`config.mk`:
```
export PLATFORM = sky130hd
export DESIGN_NAME = fetch_pc_unit
export DESIGN_NICKNAME = d
export VERILOG_FILES = /design/src/rtl/fetch_pc_unit.sv
export SDC_FILE = /design/constraint.sdc
export NUM_CORES = 1
export LEC_CHECK = 0
export CAP_MARGIN = 10
export CORE_ASPECT_RATIO = 0.7
export CORE_MARGIN = 2
export CORE_UTILIZATION = 45
export CTS_CLUSTER_SIZE = 10
export DETAILED_ROUTE_END_ITERATION = 6
export PLACE_DENSITY = 0.87
export SYNTH_ARGS = -nofsm -noshare
export SYNTH_HDL_FRONTEND = slang
export SYNTH_SLANG_ARGS = --single-unit
```
`constraint.sdc`:
```
create_clock -name clk -period 4.6 [get_ports clk]
set_input_delay 0.46 -clock clk [delete_from_list [all_inputs] [get_ports clk]]
set_output_delay 0.46 -clock clk [all_outputs]
set_load 0.05 [all_outputs]
```
`src/rtl/fetch_pc_unit.sv`:
```
// Fetch-stage PC unit: owns the PC, addresses a 1-cycle synchronous
// instruction memory and registers the returned word with its PC into ID.
module fetch_pc_unit #(
  parameter logic [31:0] RESET_PC  = 32'h4000_0000,
  parameter logic [31:0] NOP_INSTR = 32'h0000_0013
) (
  input  logic        clk,
  input  logic        rst_n,
  input  logic        stall,
  input  logic [1:0]  PCSel,
  input  logic [31:0] jal_target,
  input  logic [31:0] alu_target,
  output logic [31:0] imem_addr,
  input  logic [31:0] instr_in,
  output logic [31:0] pc_if,
  output logic [31:0] pc_id,
  output logic [31:0] instr_id,
  output logic        valid_id
);

  localparam int unsigned XLEN = 32;

  localparam logic [1:0] SEL_JAL = 2'b01;
  localparam logic [1:0] SEL_ALU = 2'b10;

  logic            redirect;
  logic [XLEN-1:0] pc_seq;

  // A redirect only takes effect when the pipe is moving.
  assign redirect = !stall && ((PCSel == SEL_JAL) || (PCSel == SEL_ALU));
  assign pc_seq   = pc_if + XLEN'(4);

  // Next-PC select; targets are word-aligned by clearing bits [1:0].
  always_comb begin
    imem_addr = pc_seq;
    if (!rst_n) begin
      imem_addr = RESET_PC;
    end else if (stall) begin
      imem_addr = pc_if;
    end else if (PCSel == SEL_JAL) begin
      imem_addr = {jal_target[XLEN-1:2], 2'b00};
    end else if (PCSel == SEL_ALU) begin
      imem_addr = {alu_target[XLEN-1:2], 2'b00};
    end
  end

  // PC and IF/ID register; the word arriving during a redirect is wrong-path.
  always_ff @(posedge clk) begin
    if (!rst_n) begin
      pc_if    <= RESET_PC;
      pc_id    <= '0;
      instr_id <= NOP_INSTR;
      valid_id <= 1'b0;
    end else begin
      pc_if <= imem_addr;
      if (!stall) begin
        pc_id <= pc_if;
        if (redirect) begin
          instr_id <= NOP_INSTR;
          valid_id <= 1'b0;
        end else begin
          instr_id <= instr_in;
          valid_id <= 1'b1;
        end
      end
    end
  end

endmodule

```
After elaboration in Yosys (flattened, before gate mapping)
Index checks and enable logic that the tools add are counted.
{ "totals": {"regBits": 97, "latchBits": 0, "mem_bits_rw": 0, "rom_bits": 0, "in_bits": 101, "output_inout_bits": 129, "wordCells": 16, "mem_count": 0} }
{ "op_classes": {"addsub": 1, "multipliers": 0, "div": 0, "n_lt_le_gt_ge": 0, "n_eq_ne": 2, "shift": 0, "muxes": 6, "bitwise": 0, "reduce_logical": 3} }
{ "op_table": {"columns": ["cell", "count"], "rows": [
  ["two-way mux 32 bit", 5],
  ["adder 32 x 3 -> 32 bit (second input constant)", 1],
  ["== test 2 x 1 -> 1 bit (second input constant)", 1],
  ["== test 2 bit (second input constant)", 1],
  ["logical AND 1 bit", 1],
  ["logical NOT 1 bit", 1],
  ["logical OR 1 bit", 1],
  ["two-way mux 1 bit", 1]
]} }

Longest topological paths before layout
{ "depth": {"ltp_word": 5, "depth_mapped": 10, "depth_no_buf": 7} }

Worst setup path after synthesis
No wires, ideal clock.
{ "synth_timing": {"path_kind": "flip-flop to output port", "from": "register pc_if[2]", "to": "output imem_addr[16]", "t_arrival_ns": 3.197, "required_ns": 4.140, "path_slack_ns": 0.943, "path_stages_with_launch": 7, "path_buffers": 0, "path_cell_list": "dfxtp_1 ha_1 inv_1 or4_4 o41ai_1 nand2_1 a21boi_0"} }
{ "synth_between": {"elab_chain_len": 5} }
{ "synth_rtl": {"columns": ["element", "line_no", "rtl"], "rows": [
  ["start: declaration", "15", "output logic [31:0] pc_if,"],
  ["start signal: assignment", "55", "pc_if <= imem_addr;"],
  ["adder 32 x 3 -> 32 bit", "31", "assign pc_seq = pc_if + XLEN'(4);"],
  ["two-way mux 32 bit", "42", "end else if (PCSel == SEL_ALU) begin"],
  ["two-way mux 32 bit", "40", "end else if (PCSel == SEL_JAL) begin"],
  ["two-way mux 32 bit", "38", "end else if (stall) begin"],
  ["two-way mux 32 bit", "36", "if (!rst_n) begin"],
  ["end: declaration", "13", "output logic [31:0] imem_addr,"]
]} }
Every way passes these cells.

Worst setup path in the final report
{ "layout_timing": {"from": "input PCSel[0]", "to": "output imem_addr[7]"} }
{ "layout_between": {"elab_chain_len": 5, "elab_cells_between_ends": 6, "classes_between": "eq/ne (2); mux (4)"} }
{ "layout_rtl": {"columns": ["element", "line_no", "rtl"], "rows": [
  ["start: declaration", "10", "input logic [1:0] PCSel,"],
  ["== test 2 bit", "42", null],
  ["two-way mux 32 bit", "42", null],
  ["two-way mux 32 bit *", "40", null],
  ["two-way mux 32 bit *", "38", null],
  ["two-way mux 32 bit *", "36", null]
]} }
Mark *: on every way between the ends. The rest lies on a longest branch, timed or not.

==> results.py <==
metrics = {
    "critical_path": {
        "crit_type": "in -> out",
        "end_kind": "primary output",
        "worstSetupStartpointType": "primary input",
        "crit_required_ns": 4.14,
        "cp_max_fo": 16,
        "cp_data_arrival_time_ns": 3.25,
    },
    "synth": {
        "synthMuxAreaShare_pct": 7.587,
        "synth_xor_xnor_area_share_pct": 1.243,
        "synth_area_leader_cell": "dfxtp_1",
        "synth_compound_area_share_pct": 25.04,
        "synth_nets": 678,
        "async_flop_share_pct": 0,
        "syn_inst": 574,
        "yosysUniqueCellTypes": 53,
        "synth-adder-area-share_pct": 0.7612,
        "ys_ff_latch": 97,
        "synth_top_area_share_pct": 39.38,
        "synth_area_sq_mm": 0.004931,
        "synth_area_leaders": "dfxtp_1, nor2b_1, mux2i_1",
        "synth_edf_count": 0,
        "yosysWarnings": 0,
        "yosysSeqAreaShare_pct": 39.38,
        "syn_area_per_cell_sq_um": 8.591,
        "synthSimpleGateAreaFrac_pct": 21.82,
        "synth_top_family_by_area": "compound AO/OA/AOI/OAI gates",
        "synth-main-ff-cell": "dfxtp_1",
    },
    "floorplanning": {
        "die_x_microns": 129.1,
        "die-area_sq_mm": 0.01182,
        "die_h_microns": 91.58,
        "io_pins": 230,
        "num_rows": 31,
        "coreArea_sq_mm": 0.01051,
        "start_util_pct": 46.91,
    },
    "sta": {
        "hold_viol": 0,
        "rsz0062_at_grt": "no",
        "min_period_ns": 3.711,
        "relSlewSlack_pct": 24.79,
        "maxClockFrequency_ghz": 0.2694,
        "slew_viol_final": 0,
        "setup_viol_count_final": 0,
        "fin_crit_sh_pct": 80.68,
        "tightest_slew_ns": 1.123,
        "tns_ns": 0,
        "skew_ns": 0.01028,
    },
    "layout": {
        "drive_gt1_share_pct": 8.429,
        "final_nets": 882,
        "antenna_cells": 0,
        "num-fill-cells": 768,
        "area_growth_pct": 58.08,
    },
    "cts": {
        "cts_tree": "done",
        "numCtsBuffers": 9,
        "clk_path_buf_depth": 2,
        "postCtsHoldBufs": 0,
        "htreeDepth": 3,
        "clock_latency_ns": 0.34,
        "cts_setup_buffers": 0,
        "cts.sinks": 97,
        "cts_resized": 0,
        "root_buffer": "clkbuf_16",
        "path_clk_slew_ns": 0.07,
    },
    "power_and_ir_drop": {
        "intPower_mw": 1.593,
        "p_per_area_mw_per_mm2": 302.2,
        "p_seq_share_pct": 39.5,
        "power.switching_mw": 0.7623,
        "p_total_mw": 2.355,
        "swShare_pct": 32.37,
        "peakVddDrop_uv": 222.5,
        "cellLeakagePower_nw": 2.883,
        "pwr-share-clk_pct": 32.9,
        "power_frac_comb_pct": 27.6,
    },
    "global_routing": {
        "grt_max_degree": 55,
        "grt_usage_pct": 28.45,
        "grt-ovfl-total": 0,
        "grt_pass1_wl_microns": 26780,
        "first_global_vias": 5386,
        "antenna_found_initial": 0,
    },
    "placement": {
        "gp_congestion": 0.8603,
        "post-dp-hpwl_microns": 12630,
        "portBuffers": 225,
    },
    "run_status": {
        "status": "complete, no violations",
    },
    "drt": {
        "wl_microns": 17130,
        "avgViaCountPerCell": 5.834,
        "wl_per_cell_microns": 18.40,
        "drc": 0,
        "ant_nets": 0,
        "vias": 5431,
        "first_pass_iters": 6,
        "drt_iter0_drc": 480,
    },
    "flow_run": {
        "drv_cap": 0,
    },
    "min_path": {
        "holdCritPathClass": "reg -> reg",
    },
}
-- power by group through the flow --
stage	sequential [mW]	clock [mW]	combinational, mW
finish	0.929	0.775	0.651
global route	0.935	0.825	0.684
CTS	0.928	0.787	0.649
detailed placement	0.947	0	0.647
global placement	0.943	0	0.634
floorplan	1.07	0	0.243
-- synth_stat cells, drive strengths merged (5+ instances only) --
master / n
a21boi: 9
a21oi: 24
a221o: 5
a22oi: 35
a31oi: 6
and2: 5
and3: 12
buf: 11
clkbuf: 37
dfxtp: 97
inv: 6
mux2i: 34
nand2: 47
nand3: 16
nand4: 6
nor2: 25
nor2b: 65
nor3: 6
o211ai: 16
o21ai: 37
o22ai: 7
xor2: 6
-- flip-flops by register name (all words and copies together), names as in the netlist --
signal / count
instr_id: 32
pc_id: 32
pc_if: 32
valid_id: 1
-- layer usage --
metal	GRT usage, %	up-vias	routed length [microns]
met5	0	-	0
met2	48.33	302	8175
met4	9.149	0	340
met1	34.65	2580	6930
met3	7.955	33	1686
li1	-	2516	-
-- area by class of cell --
cell class / count / area, sq um / share of cell area [%]
clock buffer: 11 / 242.7 / 3.114
clock inverter: 5 / 62.56 / 0.8026
inverter: 6 / 22.52 / 0.2889
multi-input combinational: 423 / 2795 / 35.86
sequential: 97 / 1942 / 24.91
tap: 148 / 185.2 / 2.376
timing repair buffer: 241 / 2545 / 32.65
-- critical path, cell delays in order --
cell             delay, ns
clkdlybuf4s50_1       0.49
inv_1                 0.05
ha_1                  0.41
or4_1                 0.60
a31oi_1               0.19
a211oi_1              0.08
nor2_1                0.14
clkdlybuf4s50_1       0.83
-- cell usage in the layout, fill, tap and decap left out, types with 5 or more instances in the layout --
master	netlist	routed
nor3_1	6	6
nand4_1	5	5
nand2_1	47	47
buf_12	0	18
a21oi_1	24	24
clkdlybuf4s50_1	0	205
dfxtp_1	97	97
nand3_1	15	15
o21ai_0	37	37
a31oi_1	6	6
clkbuf_16	0	9
inv_1	6	6
a221o_1	5	5
and3_1	12	12
and2_1	5	5
nor2_1	25	25
nor2b_1	65	64
o22ai_1	7	7
a22oi_1	35	35
a21boi_0	9	9
xor2_1	6	6
buf_4	0	17
o211ai_1	16	16
mux2i_1	34	34
-- logic make-up after synthesis --
kind of cell | after synthesis
xor+xnor | 7
fa+ha+maj | 3
compound gates | 178
flops | 97
mux | 37
simple gates | 198
buf+inv | 54
-- path summary, 6_finish.rpt --
kind / startpoint / cells after the start / slack [ns] / endpoint
worst max register to register: pc_if[2]$_SDFF_PN0_ / 6 / 2.09 / pc_if[18]$_SDFF_PN0_
worst max-delay path: PCSel[0] / 8 / 0.89 / imem_addr[7]
worst min-delay path: valid_id$_SDFFE_PN0N_ / 2 / 0.47 / valid_id$_SDFFE_PN0N_
worst min register to register: valid_id$_SDFFE_PN0N_ / 2 / 0.47 / valid_id$_SDFFE_PN0N_
-- stage by stage --
step | std cells | hold WS, ns | area (sq um) | setup WS, ns | util (%)
final | 931 | 0.4732 | 7795 | 0.8885 | 74.16
after global routing | 931 | 0.5131 | 7795 | 0.7373 | 74.16
after CTS | 931 | 0.4792 | 7795 | 0.8936 | 74.16
after detailed placement | 915 | 0.4705 | 7490 | 0.9060 | 71.25
after global placement | 915 | 0.4479 | 7490 | 0.9603 | 71.25
after floorplan | 574 | 0.5984 | 4931 | 0.9433 | -
Power figures use the tool's default switching activity.
